## src/rtl/aes_core_block_scheduler_pkg.sv

```systemverilog
// -----------------------------------------------------------------------------
// aes_core_block_scheduler_pkg
// Shared definitions for the AES core block scheduler: FSM state encodings,
// default block geometry and output FIFO depth, plus a small sizing helper.
// No ports (package).
// -----------------------------------------------------------------------------
package aes_core_block_scheduler_pkg;

   // FSM state encodings (kept as plain constants for legacy compatibility)
   localparam logic [1:0] ST_IDLE    = 2'd0;
   localparam logic [1:0] ST_FEED    = 2'd1;
   localparam logic [1:0] ST_HOLD    = 2'd2;
   localparam logic [1:0] ST_COLLECT = 2'd3;

   // Default geometry
   localparam int DEF_NREQ       = 2;
   localparam int DEF_IN_WORDS   = 4;
   localparam int DEF_OUT_WORDS  = 4;
   localparam int DEF_FIFO_DEPTH = 64;
   localparam int DEF_TIMEOUT    = 4096;

   // Larger of two integers, used to size the shared word counters
   function automatic int max_int(input int a, input int b);
      int r;
      if (a > b) begin
         r = a;
      end else begin
         r = b;
      end
      return r;
   endfunction

endpackage

```

## src/rtl/aes_core_block_scheduler_rr_arbiter.sv

```systemverilog
// -----------------------------------------------------------------------------
// aes_core_block_scheduler_rr_arbiter
// Combinational round-robin picker: returns a one-hot grant for the first
// requesting index strictly after 'last' (wrapping), or zero if none request.
// Ports:
//   req  in  NREQ  request vector
//   last in  PW    index of the previous owner
//   gnt  out NREQ  one-hot grant
// -----------------------------------------------------------------------------
module aes_core_block_scheduler_rr_arbiter #(
   parameter int NREQ = 2,
   parameter int PW   = 1
) (
   input  logic [NREQ-1:0] req,
   input  logic [PW-1:0]   last,
   output logic [NREQ-1:0] gnt
);

   logic [PW-1:0] idx_s;
   logic          hit_s;
   logic          found_s;

   // Scan from last+1 around the ring; the first requester found wins
   always_comb begin
      gnt     = '0;
      found_s = 1'b0;
      idx_s   = '0;
      hit_s   = 1'b0;
      for (int k = 1; k <= NREQ; k++) begin
         idx_s      = PW'((int'(last) + k) % NREQ);
         hit_s      = !found_s && req[idx_s];
         gnt[idx_s] = gnt[idx_s] | hit_s;
         found_s    = found_s | hit_s;
      end
   end

endmodule

```

## src/rtl/aes_core_block_scheduler.sv

```systemverilog
// -----------------------------------------------------------------------------
// aes_core_block_scheduler
// Shares one AES core word-stream datapath between NREQ host FIFO pairs.
// A requester owns the core for one whole block (IN_WORDS in, OUT_WORDS out);
// ownership rotates round-robin and a watchdog aborts a stalled COLLECT.
// Ports:
//   clk_main_a0, rst_main_n_sync      clock, synchronous active-low reset
//   req_in_size/req_in_dout/req_in_rd requester input FIFOs (data 1 cycle after rd)
//   req_out_size/req_out_full         requester output FIFO status
//   req_out_wr/req_out_din            output FIFO write strobe per requester, shared data
//   core_empty/core_rd/core_din       core input word stream
//   core_full/core_wr/core_dout       core output word stream
//   grant, busy                       one-hot owner, non-idle flag
//   err_timeout, err_stray            sticky error flags
//   blocks_done                       completed-block counter (wraps)
// -----------------------------------------------------------------------------
module aes_core_block_scheduler
   import aes_core_block_scheduler_pkg::*;
#(
   parameter int NREQ       = DEF_NREQ,
   parameter int IN_WORDS   = DEF_IN_WORDS,
   parameter int OUT_WORDS  = DEF_OUT_WORDS,
   parameter int FIFO_DEPTH = DEF_FIFO_DEPTH,
   parameter int TIMEOUT    = DEF_TIMEOUT
) (
   input  logic               clk_main_a0,
   input  logic               rst_main_n_sync,
   input  logic [8*NREQ-1:0]  req_in_size,
   input  logic [32*NREQ-1:0] req_in_dout,
   output logic [NREQ-1:0]    req_in_rd,
   input  logic [8*NREQ-1:0]  req_out_size,
   input  logic [NREQ-1:0]    req_out_full,
   output logic [NREQ-1:0]    req_out_wr,
   output logic [31:0]        req_out_din,
   output logic               core_empty,
   input  logic               core_rd,
   output logic [31:0]        core_din,
   output logic               core_full,
   input  logic               core_wr,
   input  logic [31:0]        core_dout,
   output logic [NREQ-1:0]    grant,
   output logic               busy,
   output logic               err_timeout,
   output logic               err_stray,
   output logic [15:0]        blocks_done
);

   localparam int CW = $clog2(max_int(IN_WORDS, OUT_WORDS)) + 1;
   localparam int WW = $clog2(TIMEOUT) + 1;
   localparam int PW = (NREQ > 1) ? $clog2(NREQ) : 1;

   logic [1:0]      state_r;
   logic [NREQ-1:0] grant_r;
   logic [NREQ-1:0] elig_r;
   logic [NREQ-1:0] elig_s;
   logic [NREQ-1:0] arb_gnt_s;
   logic [PW-1:0]   last_r;
   logic [PW-1:0]   grant_idx_s;
   logic [CW-1:0]   in_cnt_r;
   logic [CW-1:0]   out_cnt_r;
   logic [WW-1:0]   wd_r;
   logic            busy_r;
   logic            err_timeout_r;
   logic            err_stray_r;
   logic [15:0]     blocks_done_r;
   logic [31:0]     din_s;
   logic            active_s;
   logic            in_done_s;
   logic            out_done_s;
   logic            empty_s;
   logic            full_s;
   logic            rd_fire_s;
   logic            wr_fire_s;
   logic            start_s;
   logic            finish_s;
   logic            abort_s;

   // Eligibility: enough input words for a block and room for a whole result block.
   // The space test is written as out_size + OUT_WORDS <= depth to avoid underflow.
   always_comb begin
      elig_s = '0;
      for (int i = 0; i < NREQ; i++) begin
         elig_s[i] = ({2'b00, req_in_size[8*i +: 8]} >= 10'(IN_WORDS)) &&
                     (({2'b00, req_out_size[8*i +: 8]} + 10'(OUT_WORDS)) <= 10'(FIFO_DEPTH));
      end
   end

   // Register the eligibility compare
   always_ff @(posedge clk_main_a0) begin
      if (!rst_main_n_sync) begin
         elig_r <= '0;
      end else begin
         elig_r <= elig_s;
      end
   end

   aes_core_block_scheduler_rr_arbiter #(
      .NREQ (NREQ),
      .PW   (PW)
   ) u_rr_arbiter (
      .req  (elig_r),
      .last (last_r),
      .gnt  (arb_gnt_s)
   );

   // One-hot grant decode: owner index and input-data mux (AND-OR, grant is one-hot)
   always_comb begin
      grant_idx_s = '0;
      din_s       = 32'h0000_0000;
      for (int i = 0; i < NREQ; i++) begin
         grant_idx_s = grant_idx_s | ({PW{grant_r[i]}} & PW'(i));
         din_s       = din_s | ({32{grant_r[i]}} & req_in_dout[32*i +: 32]);
      end
   end

   // Core handshake decode. Reset gates the strobes so a mid-block reset
   // produces no further FIFO pulses even in the reset cycle itself.
   always_comb begin
      active_s   = (state_r != ST_IDLE) && rst_main_n_sync;
      in_done_s  = (in_cnt_r == CW'(IN_WORDS));
      out_done_s = (out_cnt_r == CW'(OUT_WORDS));
      if (active_s) begin
         empty_s = (state_r == ST_FEED) ? in_done_s : 1'b1;
         full_s  = (|(req_out_full & grant_r)) | out_done_s;
      end else begin
         empty_s = 1'b1;
         full_s  = 1'b1;
      end
      rd_fire_s = core_rd & ~empty_s;
      wr_fire_s = core_wr & ~full_s;
   end

   // FSM transition conditions
   always_comb begin
      start_s  = (state_r == ST_IDLE) && (|elig_r);
      finish_s = (state_r == ST_COLLECT) && out_done_s;
      abort_s  = (state_r == ST_COLLECT) && !out_done_s && !wr_fire_s &&
                 (wd_r == WW'(TIMEOUT - 1));
   end

   // Block FSM, grant ownership and completed-block count.
   // last_r resets to the highest index so requester 0 is first in line.
   always_ff @(posedge clk_main_a0) begin
      if (!rst_main_n_sync) begin
         state_r       <= ST_IDLE;
         grant_r       <= '0;
         busy_r        <= 1'b0;
         last_r        <= PW'(NREQ - 1);
         blocks_done_r <= 16'h0000;
      end else begin
         case (state_r)
            ST_IDLE: begin
               if (start_s) begin
                  state_r <= ST_FEED;
                  grant_r <= arb_gnt_s;
                  busy_r  <= 1'b1;
               end
            end
            ST_FEED: begin
               if (in_done_s) begin
                  state_r <= ST_HOLD;
               end
            end
            ST_HOLD: begin
               state_r <= ST_COLLECT;
            end
            ST_COLLECT: begin
               if (finish_s || abort_s) begin
                  state_r <= ST_IDLE;
                  grant_r <= '0;
                  busy_r  <= 1'b0;
                  last_r  <= grant_idx_s;
               end
            end
            default: begin
               state_r <= ST_IDLE;
               grant_r <= '0;
               busy_r  <= 1'b0;
            end
         endcase
         if (finish_s) begin
            blocks_done_r <= blocks_done_r + 16'd1;
         end
      end
   end

   // Word counters and watchdog. The watchdog idles at zero outside COLLECT,
   // which clears it on entry; every accepted output word clears it too.
   always_ff @(posedge clk_main_a0) begin
      if (!rst_main_n_sync) begin
         in_cnt_r  <= '0;
         out_cnt_r <= '0;
         wd_r      <= '0;
      end else begin
         if (start_s) begin
            in_cnt_r  <= '0;
            out_cnt_r <= '0;
         end else begin
            if (rd_fire_s) begin
               in_cnt_r <= in_cnt_r + CW'(1);
            end
            if (wr_fire_s) begin
               out_cnt_r <= out_cnt_r + CW'(1);
            end
         end
         if ((state_r != ST_COLLECT) || wr_fire_s) begin
            wd_r <= '0;
         end else if (!out_done_s) begin
            wd_r <= wd_r + WW'(1);
         end
      end
   end

   // Sticky error flags
   always_ff @(posedge clk_main_a0) begin
      if (!rst_main_n_sync) begin
         err_timeout_r <= 1'b0;
         err_stray_r   <= 1'b0;
      end else begin
         err_timeout_r <= err_timeout_r | abort_s;
         err_stray_r   <= err_stray_r | ((state_r == ST_IDLE) && core_wr);
      end
   end

   assign core_empty  = empty_s;
   assign core_full   = full_s;
   assign core_din    = din_s;
   assign req_in_rd   = {NREQ{rd_fire_s}} & grant_r;
   assign req_out_wr  = {NREQ{wr_fire_s}} & grant_r;
   assign req_out_din = core_dout;
   assign grant       = grant_r;
   assign busy        = busy_r;
   assign err_timeout = err_timeout_r;
   assign err_stray   = err_stray_r;
   assign blocks_done = blocks_done_r;

endmodule

```

## config.mk

```make
export PLATFORM = sky130hd
export DESIGN_NAME = aes_core_block_scheduler
export DESIGN_NICKNAME = d
export VERILOG_FILES = /design/src/rtl/aes_core_block_scheduler_pkg.sv /design/src/rtl/aes_core_block_scheduler_rr_arbiter.sv /design/src/rtl/aes_core_block_scheduler.sv
export SDC_FILE = /design/constraint.sdc
export NUM_CORES = 1
export LEC_CHECK = 0
export CAP_MARGIN = 20
export CORE_AREA = 4 4 85 87
export CTS_CLUSTER_DIAMETER = 60
export DETAILED_ROUTE_END_ITERATION = 8
export DIE_AREA = 0 0 89 91
export DONT_BUFFER_PORTS = 1
export MAX_ROUTING_LAYER = met4
export SLEW_MARGIN = 25
export SYNTH_ARGS = -nofsm -noshare
export SYNTH_HDL_FRONTEND = slang
export SYNTH_SLANG_ARGS = --single-unit
```

## constraint.sdc

```tcl
create_clock -name clk_main_a0 -period 2 [get_ports clk_main_a0]
set_clock_uncertainty 0.2 [all_clocks]
set_input_delay 0.4 -clock clk_main_a0 [delete_from_list [all_inputs] [get_ports clk_main_a0]]
set_output_delay 0.4 -clock clk_main_a0 [all_outputs]
set_load 0.01 [all_outputs]
```

==> results of run 1 <==
-- Yosys cell counts, types with 2 or more instances --
library cell	count
nor3_1	5
nor4_1	2
nand2b_1	2
buf_4	33
a21boi_0	2
xor2_1	11
inv_1	10
and4_1	3
ha_1	10
nor2b_1	8
nand2_1	22
xnor2_1	14
buf_1	4
mux2i_1	7
buf_2	3
or3_1	4
and2_1	13
and3_1	3
nand4_2	2
a32o_1	2
a22o_1	34
nand3_1	14
o21ai_0	9
dfxtp_1	45
clkbuf_1	6
o211ai_1	2
nor2_1	29
nand4_1	8
a21oi_1	11
-- cells by family after synthesis --
| logic type | count (synthesis) | synth area share, % |
|---|---|---|
| AO/OA/AOI/OAI | 65 | 17.5 |
| XOR/XNOR | 25 | 7.76 |
| AND/OR/NAND/NOR | 122 | 23.7 |
| adder cells (fa/ha/maj) | 10 | 4.44 |
| flip-flops | 45 | 31.9 |
| multiplexers | 7 | 2.48 |
| buffers and inverters | 57 | 12.2 |
-- worst register-to-register path, delay by kind of cell, from the launching register on --
| kind | cells | cell delay (ps) |
|---|---|---|
| flip-flops | 1 | 360 |
| AO/OA/AOI/OAI | 1 | 140 |
| adder cells (fa/ha/maj) | 1 | 200 |
| AND/OR/NAND/NOR | 3 | 680 |
| buffers and inverters | 2 | 260 |
-- power by group through the flow --
stage                     sequential (W)  combinational [W]  clock (W)
final                           0.000967           0.000665   0.000560
after global routing            0.000974           0.000739   0.000640
after CTS                       0.000966           0.000649   0.000581
after detailed placement        0.000988           0.000532          0
after global placement          0.000987           0.000531          0
after floorplan                 0.000981           0.000492          0
-- per-layer routing --
layer	vias up	wire (um)	part of all wire (%)
met5	-	0	0
met4	0	31	0.45
met3	8	639	9.3
met2	107	3460	50
met1	1031	2730	40
li1	1096	-	-
-- worst max-delay path by stage --
| stage | from | endpoint | slack, ps | depth (start not counted) |
|---|---|---|---|---|
| after floorplan | state_r[0]$_SDFFE_PN0P_ | req_in_rd[0] | 10 | 6 |
| after global placement | out_cnt_r[0]$_SDFFE_PP0N_ | req_out_wr[1] | 90 | 5 |
| after detailed placement | state_r[0]$_SDFFE_PN0P_ | req_out_wr[0] | 80 | 5 |
| after CTS | state_r[0]$_SDFFE_PN0P_ | req_in_rd[0] | -30 | 5 |
| after global routing | state_r[0]$_SDFFE_PN0P_ | req_in_rd[0] | -110 | 5 |
| final | state_r[0]$_SDFFE_PN0P_ | req_in_rd[0] | -50 | 5 |
-- metrics by stage --
| step | util, % | cell area [um^2] | worst slack [ps] |
|---|---|---|---|
| 5_1_grt | 47.4 | 3010 | -115 |
| 4_1_cts | 46.6 | 2960 | -34.9 |
| 6_report | 47.4 | 3010 | -47.7 |
| 2_1_floorplan | - | 2820 | 12.4 |
| 3_5_place_dp | 43.5 | 2760 | 80.9 |
| 3_3_place_gp | 43.5 | 2760 | 89.2 |
-- flip-flops by register name, summed over array words and instances, names as in the netlist, 2 cells and up --
name / count
out_cnt_r: 3
wd_r: 13
grant: 2
in_cnt_r: 3
elig_r: 2
state_r: 2
blocks_done: 16
-- layout make-up --
cell class | count | area [um^2]
Fill cell | 641 | 3340
Multi-Input combinational cell | 229 | 1670
Sequential cell | 45 | 905
Timing Repair Buffer | 28 | 218
Tap cell | 77 | 96.3
Clock buffer | 5 | 68.8
Inverter | 10 | 37.5
Clock inverter | 3 | 17.5
-- repair_timing --
item,CTS,global route
gates resized for setup,19,8
pin swaps,5,3
cloned,0,0
endpoints found under the setup margin,6,16
buffers inserted,7,1
==> flow_summary.yaml, run 1 <==
pwr:
  power.share.clock_pct: 25.6
  p_leak_nw: 1.12
  switching_share_pct: 32.1
  p_comb_share_pct: 30.3
  p_int_w: 0.00149
  p_total_w: 0.00219
  power.net_switching_w: 0.000704
  powerDensity_nw_per_um2: 729
  ir_drop_v: 0.000310
  p_seq_share_pct: 44.1
run:
  maxCapViolations: 0
cells_and_area:
  most-common-layout-cells: "dfxtp_1 (42), a22o_1 (34), nor2_1 (27)"
  layout_commonest_cell: "dfxtp_1"
  fin_nets: 463
  area_delta_synth_final_pct: 6.65
  diodes: 0
  drive_gt1_share_pct: 20.3
  fin_cells: 397
drt:
  num_vias: 2242
  drtPass1Iterations: 4
  ant_nets: 0
  via_per_inst: 5.65
  route.detailed.drc: 0
  drt-initial-drc-count: 98
  wire_per_inst_um: 17.3
  totalWireLength_mm: 6.86
sta:
  timing.final.ws_setup_ps: -47.7
  rsz0062_at_grt: "true"
  timing.hold.ws_ps: 32.1
  period_needed_ps: 2050
  finalCritPeriodShare_pct: 102
  slew_headroom_pct: 81.7
  drv_slew: 0
  hold_viol_final: 0
  setup_viol: 2
  fmax_mhz: 488
  fin_tns_setup_ps: -93.1
  tightest_slew_ps: 275
synth:
  async_reset_ff_share_pct: 0
  ys_seq_elements: 45
  syn_area_per_cell_um2: 8.52
  synth_cells: 331
  synth_edf_count: 0
  syn-cell-area_um2: 2820
  yosysSeqAreaShare_pct: 31.9
  synth_area_leaders: "dfxtp_1 (32%), a22o_1 (11%), buf_4 (8.8%)"
  syn-num-nets: 475
  yosys_warnings: 0
  synth_top_area_share_pct: 31.9
  ys_types: 42
  synth_top_cell_by_area: "dfxtp_1"
  ys.flop_type: "dfxtp_1"
grt:
  gr-usage-met1_pct: 18.9
  met2_usage_pct: 27.8
  grt_pass1_vias: 2057
  grt_max_degree: 38
  grt_pass1_wl_mm: 10.3
  overflow: 0
  grt_usage_pct: 16.4
  antenna_found_initial: 0
  grtUsageMet3_pct: 5.52
  busiest_layer: "met2"
critical_path:
  worst-path-max-fanout: 3
  crit_path_end_kind: "output pin"
  cp.arrival_ps: 1450
  crit_slowest_cell: "dfxtp_2"
  cp_num_buf_inv: 1
  reg2reg_from: "out_cnt_r[0]$_SDFFE_PP0N_"
  required_ps: 1400
  setup.worst_path.start_class: "register"
  crit_chain: "inv_2 > ha_4 > and2b_2 > and3_4 > and2_4"
  critPathMaxStageDelay_ps: 360
  reg2reg_depth: 7
  path_delay_family: "simple AND/OR/NAND/NOR gates"
  path_class: "reg -> out"
  regToRegSetupSlack_ps: 90
  rr_endpoint: "wd_r[5]$_SDFFE_PP0P_"
die:
  die_h_um: 91
  die_x_um: 89
  row_count: 29
  die_area_um2: 8100
  core_area_um2: 6350
  start_util_pct: 44.4
  io-pin-count: 225
cts:
  clk_pin_slew_ps: 90
  clock_path_buffers: 2
  cts-root-buf: "clkbuf_8"
  h-tree-depth: 2
  cts.sink_count: 45
  cts_tree: "built"
  cts_made_buffers: 5
  cts_hold_buffers: 0
  insertion_delay_ps: 300
run_status:
  status: "finished, violations left"
  violations: "negative setup slack"
hold_path:
  min_path_cells: 1
  holdPathEnd: "grant[1]$_SDFFE_PN0P_"
  min-delay-start: "rst_main_n_sync"
  hold_path.class: "in -> reg"
placement:
  gp_congestion: 0.734
  portBuffers: 0
  hpwl_mm: 5.39
  place_inst: 381
Note: power is estimated with default switching activity, not from simulation.
==> run 2, diff against run 1 <==
--- a/constraint.sdc
+++ b/constraint.sdc
@@ -4,2 +4,2 @@
 set_output_delay 0.4 -clock clk_main_a0 [all_outputs]
-set_load 0.01 [all_outputs]
+set_load 0.05 [all_outputs]
==> run 2 against run 1 <==
The run still ends with negative setup slack left. Critical path depth stayed put. Sequential power up 3.1%. Clock power increased by 1%. Design area is 13% higher. Wire length grew 13%. Cell count rose by 7.1%. Fmax is 5.6% lower. Register-to-register slack lost 30 ps. Via count increased by 5.8%.
==> flow_summary.yaml, run 2 (synthesized netlist as in run 1, its figures left out) <==
critical_path:
  cp.arrival_ps: 1570
  worst-path-max-fanout: 3
  path_delay_family: "simple AND/OR/NAND/NOR gates"
  rr_endpoint: "out_cnt_r[2]$_SDFFE_PP0N_"
  path_class: "reg -> out"
  reg2reg_depth: 10
  reg2reg_from: "state_r[0]$_SDFFE_PN0P_"
  setup.worst_path.start_class: "register"
  worst-path-stages: 5
  crit_chain: "buf_4 > ha_1 > a21boi_2 > and3_4 > and2_4"
  critPathMaxStageDelay_ps: 360
  crit_path_end_kind: "output pin"
  regToRegSetupSlack_ps: 60
  required_ps: 1400
  crit_slowest_cell: "dfxtp_2"
  cp_num_buf_inv: 1
cts:
  cts_tree: "built"
  h-tree-depth: 2
  cts_made_buffers: 5
  insertion_delay_ps: 310
  clock_path_buffers: 2
  clk_pin_slew_ps: 90
  cts.sink_count: 45
  cts-root-buf: "clkbuf_8"
pwr:
  power.net_switching_w: 0.00110
  p_int_w: 0.00167
  p_seq_share_pct: 36.0
  ir_drop_v: 0.000414
  power.share.clock_pct: 20.5
  powerDensity_nw_per_um2: 817
  switching_share_pct: 39.6
  p_comb_share_pct: 43.5
  p_leak_nw: 1.30
drt:
  num_vias: 2372
  drt-initial-drc-count: 68
  highest-signal-layer: "met4"
  totalWireLength_mm: 7.76
  via_per_inst: 5.58
  wl_met1_mm: 3.18
  route.met3.wl_um: 574
  route.detailed.drc: 0
  wl_met2_mm: 3.76
  wire_per_inst_um: 18.3
  ant_nets: 0
  drtPass1Iterations: 4
grt:
  grt_pass1_vias: 2351
  grt_max_degree: 38
  grt_pass1_wl_mm: 11.6
  overflow: 0
  grt_usage_pct: 18.5
  antenna_found_initial: 0
placement:
  place_inst: 402
  hpwl_mm: 5.78
  gp_congestion: 0.822
  dp_slack_ps: 25.2
  portBuffers: 0
  dpl_cell_area_um2: 3070
cells_and_area:
  finish.utilization_pct: 53.4
  drive_gt1_share_pct: 36.5
  area_delta_synth_final_pct: 20.1
  stdcell_area_um2: 3390
  fin_nets: 491
  largest_register_ffs: 16
  layout_commonest_cell: "buf_4"
  fin_cells: 425
  diodes: 0
  most-common-layout-cells: "buf_4 (42), dfxtp_1 (37), a22o_2 (28)"
hold_path:
  hold_path.class: "in -> reg"
  min_path_cells: 1
  min-delay-start: "rst_main_n_sync"
  holdPathEnd: "blocks_done[14]$_SDFFE_PN0P_"
sta:
  slew_headroom_pct: 64.5
  fmax_mhz: 461
  timing.hold.ws_ps: 10.5
  period_needed_ps: 2170
  tightest_slew_ps: 531
  drv_slew: 0
  timing.final.ws_setup_ps: -170
  setup_viol: 6
  finalCritPeriodShare_pct: 108
  hold_viol_final: 0
  rsz0062_at_grt: "true"
die:
  io-pin-count: 225
  start_util_pct: 44.4
  die_area_um2: 8100
  die_h_um: 91
  core_area_um2: 6350
  row_count: 29
  die_x_um: 89
run_status:
  violations: "negative setup slack"
  status: "finished, violations left"
run:
  maxCapViolations: 0
[run 2: changes by cell type in the layout (fill, tap and decap cells not counted), moves of 5 or more]
cell | previous run | this run
a22o_2 | 0 | 28
dfxtp_1 | 42 | 37
buf_12 | 0 | 7
a22o_1 | 34 | 6
buf_4 | 26 | 42
dfxtp_2 | 3 | 8
[run 2: what timing repair did]
action	4_1_cts	5_1_grt
endpoints found under the hold margin	0	1
buffers inserted	12	3
setup endpoints to repair	20	16
pin swaps	5	3
gates cloned	0	0
hold buffers	0	1
resized for setup	17	14
[run 2: how the worst max path moves through the flow]
stage,from,endpoint
6_report,state_r[0]$_SDFFE_PN0P_,req_in_rd[0]
4_1_cts,state_r[0]$_SDFFE_PN0P_,req_in_rd[0]
3_3_place_gp,out_cnt_r[0]$_SDFFE_PP0N_,core_full
2_1_floorplan,grant[1]$_SDFFE_PN0P_,core_din[10]
5_1_grt,state_r[0]$_SDFFE_PN0P_,req_in_rd[0]
3_5_place_dp,out_cnt_r[0]$_SDFFE_PP0N_,req_out_wr[1]
[run 2: layout make-up]
cell class,instances,area [um^2]
sequential,45,911
tap,77,96.3
timing repair buffer,56,541
clock inverter,2,15.0
clock buffer,6,72.6
multi-input combinational,229,1720
fill,574,2960
inverter,10,37.5
[run 2: metal layers]
layer,up-vias,GRT usage [%]
li1,1161,-
met1,1078,22.3
met2,94,28.8
met3,39,4.71
met4,0,8.44
met5,-,-
[run 2: power groups by stage]
stage | Combinational (W) | Clock, W | Sequential (W)
6_report | 0.00120 | 0.000567 | 0.000997
5_1_grt | 0.00127 | 0.000622 | 0.00100
4_1_cts | 0.00114 | 0.000587 | 0.000993
3_5_place_dp | 0.000953 | 0 | 0.00101
3_3_place_gp | 0.000944 | 0 | 0.00101
2_1_floorplan | 0.000890 | 0 | 0.00102
[run 2: per-stage QoR]
stage               setup TNS [ps]  power [W]
finish                        -850    0.00277
global route                 -1210    0.00290
CTS                           -751    0.00272
detailed placement               0    0.00197
global placement                 0    0.00196
floorplan                     -549    0.00191
==> run 3, diff against run 2 <==
CORE_AREA = not set   (was 4 4 85 87)
CORE_ASPECT_RATIO = 0.75   (was not set)
CORE_MARGIN = 4   (was not set)
CORE_UTILIZATION = 30   (was not set)
DIE_AREA = not set   (was 0 0 89 91)
HOLD_SLACK_MARGIN = 0.05   (was not set)
==> run 3 against run 2 <==
The run still ends with negative setup slack left. Sequential power fell by 0.6%. Combinational power barely moved. Critical endpoint is now req_in_rd[1]. Critical path depth is the same. First-iteration DRC count is 100% higher. Fmax is 1.4% higher. Non-clock buffer count shrank 1. Count of clock-buffer cells in the layout up 1. Wire length decreased by 1.0%. Largest power group unchanged. Global-route usage fell by 5.3 points. Power grew 8.0%. Die area increased by 36%.
==> flow_summary.yaml, run 3 (synthesized netlist as in run 1, its figures left out) <==
drt:
  drt-initial-drc-count: 136
  ant_nets: 0
  num_vias: 2331
  via_per_inst: 4.91
  totalWireLength_mm: 7.68
  drtPass1Iterations: 4
  route.detailed.drc: 0
  wire_per_inst_um: 16.2
die:
  row_count: 30
  die_x_um: 120
  die_h_um: 92.0
  core_area_um2: 9120
  start_util_pct: 30.9
  io-pin-count: 225
  die_area_um2: 11000
critical_path:
  critPathMaxStageDelay_ps: 330
  cp_num_buf_inv: 1
  required_ps: 1400
  worst-path-stages: 5
  path_delay_family: "simple AND/OR/NAND/NOR gates"
  reg2reg_depth: 9
  setup.worst_path.start_class: "register"
  worst-path-max-fanout: 4
  crit_slowest_cell: "dfxtp_2"
  crit_path_end_kind: "output pin"
  path_class: "reg -> out"
  crit_chain: "inv_2 > ha_4 > and2b_2 > and3_4 > and2_4"
  cp.arrival_ps: 1540
placement:
  portBuffers: 0
  dpl_cell_area_um2: 3160
  hpwl_mm: 5.83
  gp_congestion: 0.773
hold_path:
  hold_path.class: "in -> reg"
  min_path_cells: 1
grt:
  overflow: 0
  grt_pass1_vias: 2199
  grt_max_degree: 39
  antenna_found_initial: 0
  grt_usage_pct: 13.3
  grt_pass1_wl_mm: 11.4
pwr:
  ir_drop_v: 0.000358
  powerDensity_nw_per_um2: 845
  p_leak_nw: 1.34
cells_and_area:
  diodes: 0
  stdcell_area_um2: 3540
  drive_gt1_share_pct: 36.9
  most-common-layout-cells: "buf_4 (40), dfxtp_1 (36), a22o_2 (26), nor2_1 (26), nand2_1 (21)"
  layout_commonest_cell: "buf_4"
  nFillCells: 909
  area_delta_synth_final_pct: 25.4
  fin_nets: 490
  largest_register_ffs: 16
  finish.utilization_pct: 38.8
cts:
  clk_pin_slew_ps: 60
  h-tree-depth: 2
  cts-root-buf: "clkbuf_16"
  clock_path_buffers: 2
  cts_made_buffers: 5
  insertion_delay_ps: 290
  cts.sink_count: 45
  cts_tree: "built"
run_status:
  status: "finished, violations left"
  violations: "negative setup slack"
sta:
  period_needed_ps: 2140
  finalCritPeriodShare_pct: 107
  fin_tns_setup_ps: -686
  tightest_slew_ps: 525
  slew_headroom_pct: 65.0
  rsz0062_at_grt: "true"
  drv_slew: 0
  hold_viol_final: 0
  setup_viol: 7
  fmax_mhz: 467
  timing.final.ws_setup_ps: -139
run:
  maxCapViolations: 0
-- run 3: cell count changes in the layout (fill, tap and decap cells not counted), sizes merged --
cell and change:
clkinvlp -1, buf -1, clkbuf +1
-- run 3: worst paths after layout --
kind                      startpoint                          end  slack [ps]
max          state_r[1]$_SDFFE_PN0P_                 req_in_rd[1]        -140
min                  rst_main_n_sync  blocks_done[1]$_SDFFE_PN0P_          60
max reg2reg  state_r[1]$_SDFFE_PN0P_      state_r[0]$_SDFFE_PN0P_         -10
min reg2reg    wd_r[12]$_SDFFE_PP0P_        wd_r[12]$_SDFFE_PP0P_         310
-- run 3: stage by stage --
stage,instances,setup WS [ps],power [W],hold WS (ps)
6_report,475,-139,0.00299,56.6
5_1_grt,475,-230,0.00313,60.9
4_1_cts,470,-158,0.00288,51.2
3_5_place_dp,455,-8.15,0.00200,290
3_3_place_gp,455,15.9,0.00198,284
2_1_floorplan,331,-27.4,0.00191,254
-- run 3: report_power, final --
part	total (W)	internal [W]	switching, W
clock	0.000801	0.000464	0.000337
combinational	0.00120	0.000487	0.000710
sequential	0.000991	0.000937	0.0000541
-- run 3: timing repair --
item,CTS,global route
hold endpoints to repair,16,0
setup buffers,6,5
resized for setup,12,23
endpoints found under the setup margin,6,46
pin swaps,6,8
hold buffers,1,0
-- run 3: final cells by class --
cell class	count	area (um^2)	area share [%]
clock buffers	7	133	3.75
clock inverters	1	7.51	0.212
inverters	10	37.5	1.06
multi-input cells	229	1750	49.3
flip-flops and latches	45	912	25.8
well taps	128	160	4.53
repair buffers	55	542	15.3
-- run 3: metal layers --
layer	vias to the layer above	track usage [%]	share of wire, %
met3	6	5.36	8.2
met4	0	2.96	0.72
li1	1155	-	-
met5	-	-	0
met2	84	18.2	45
met1	1086	18.1	46
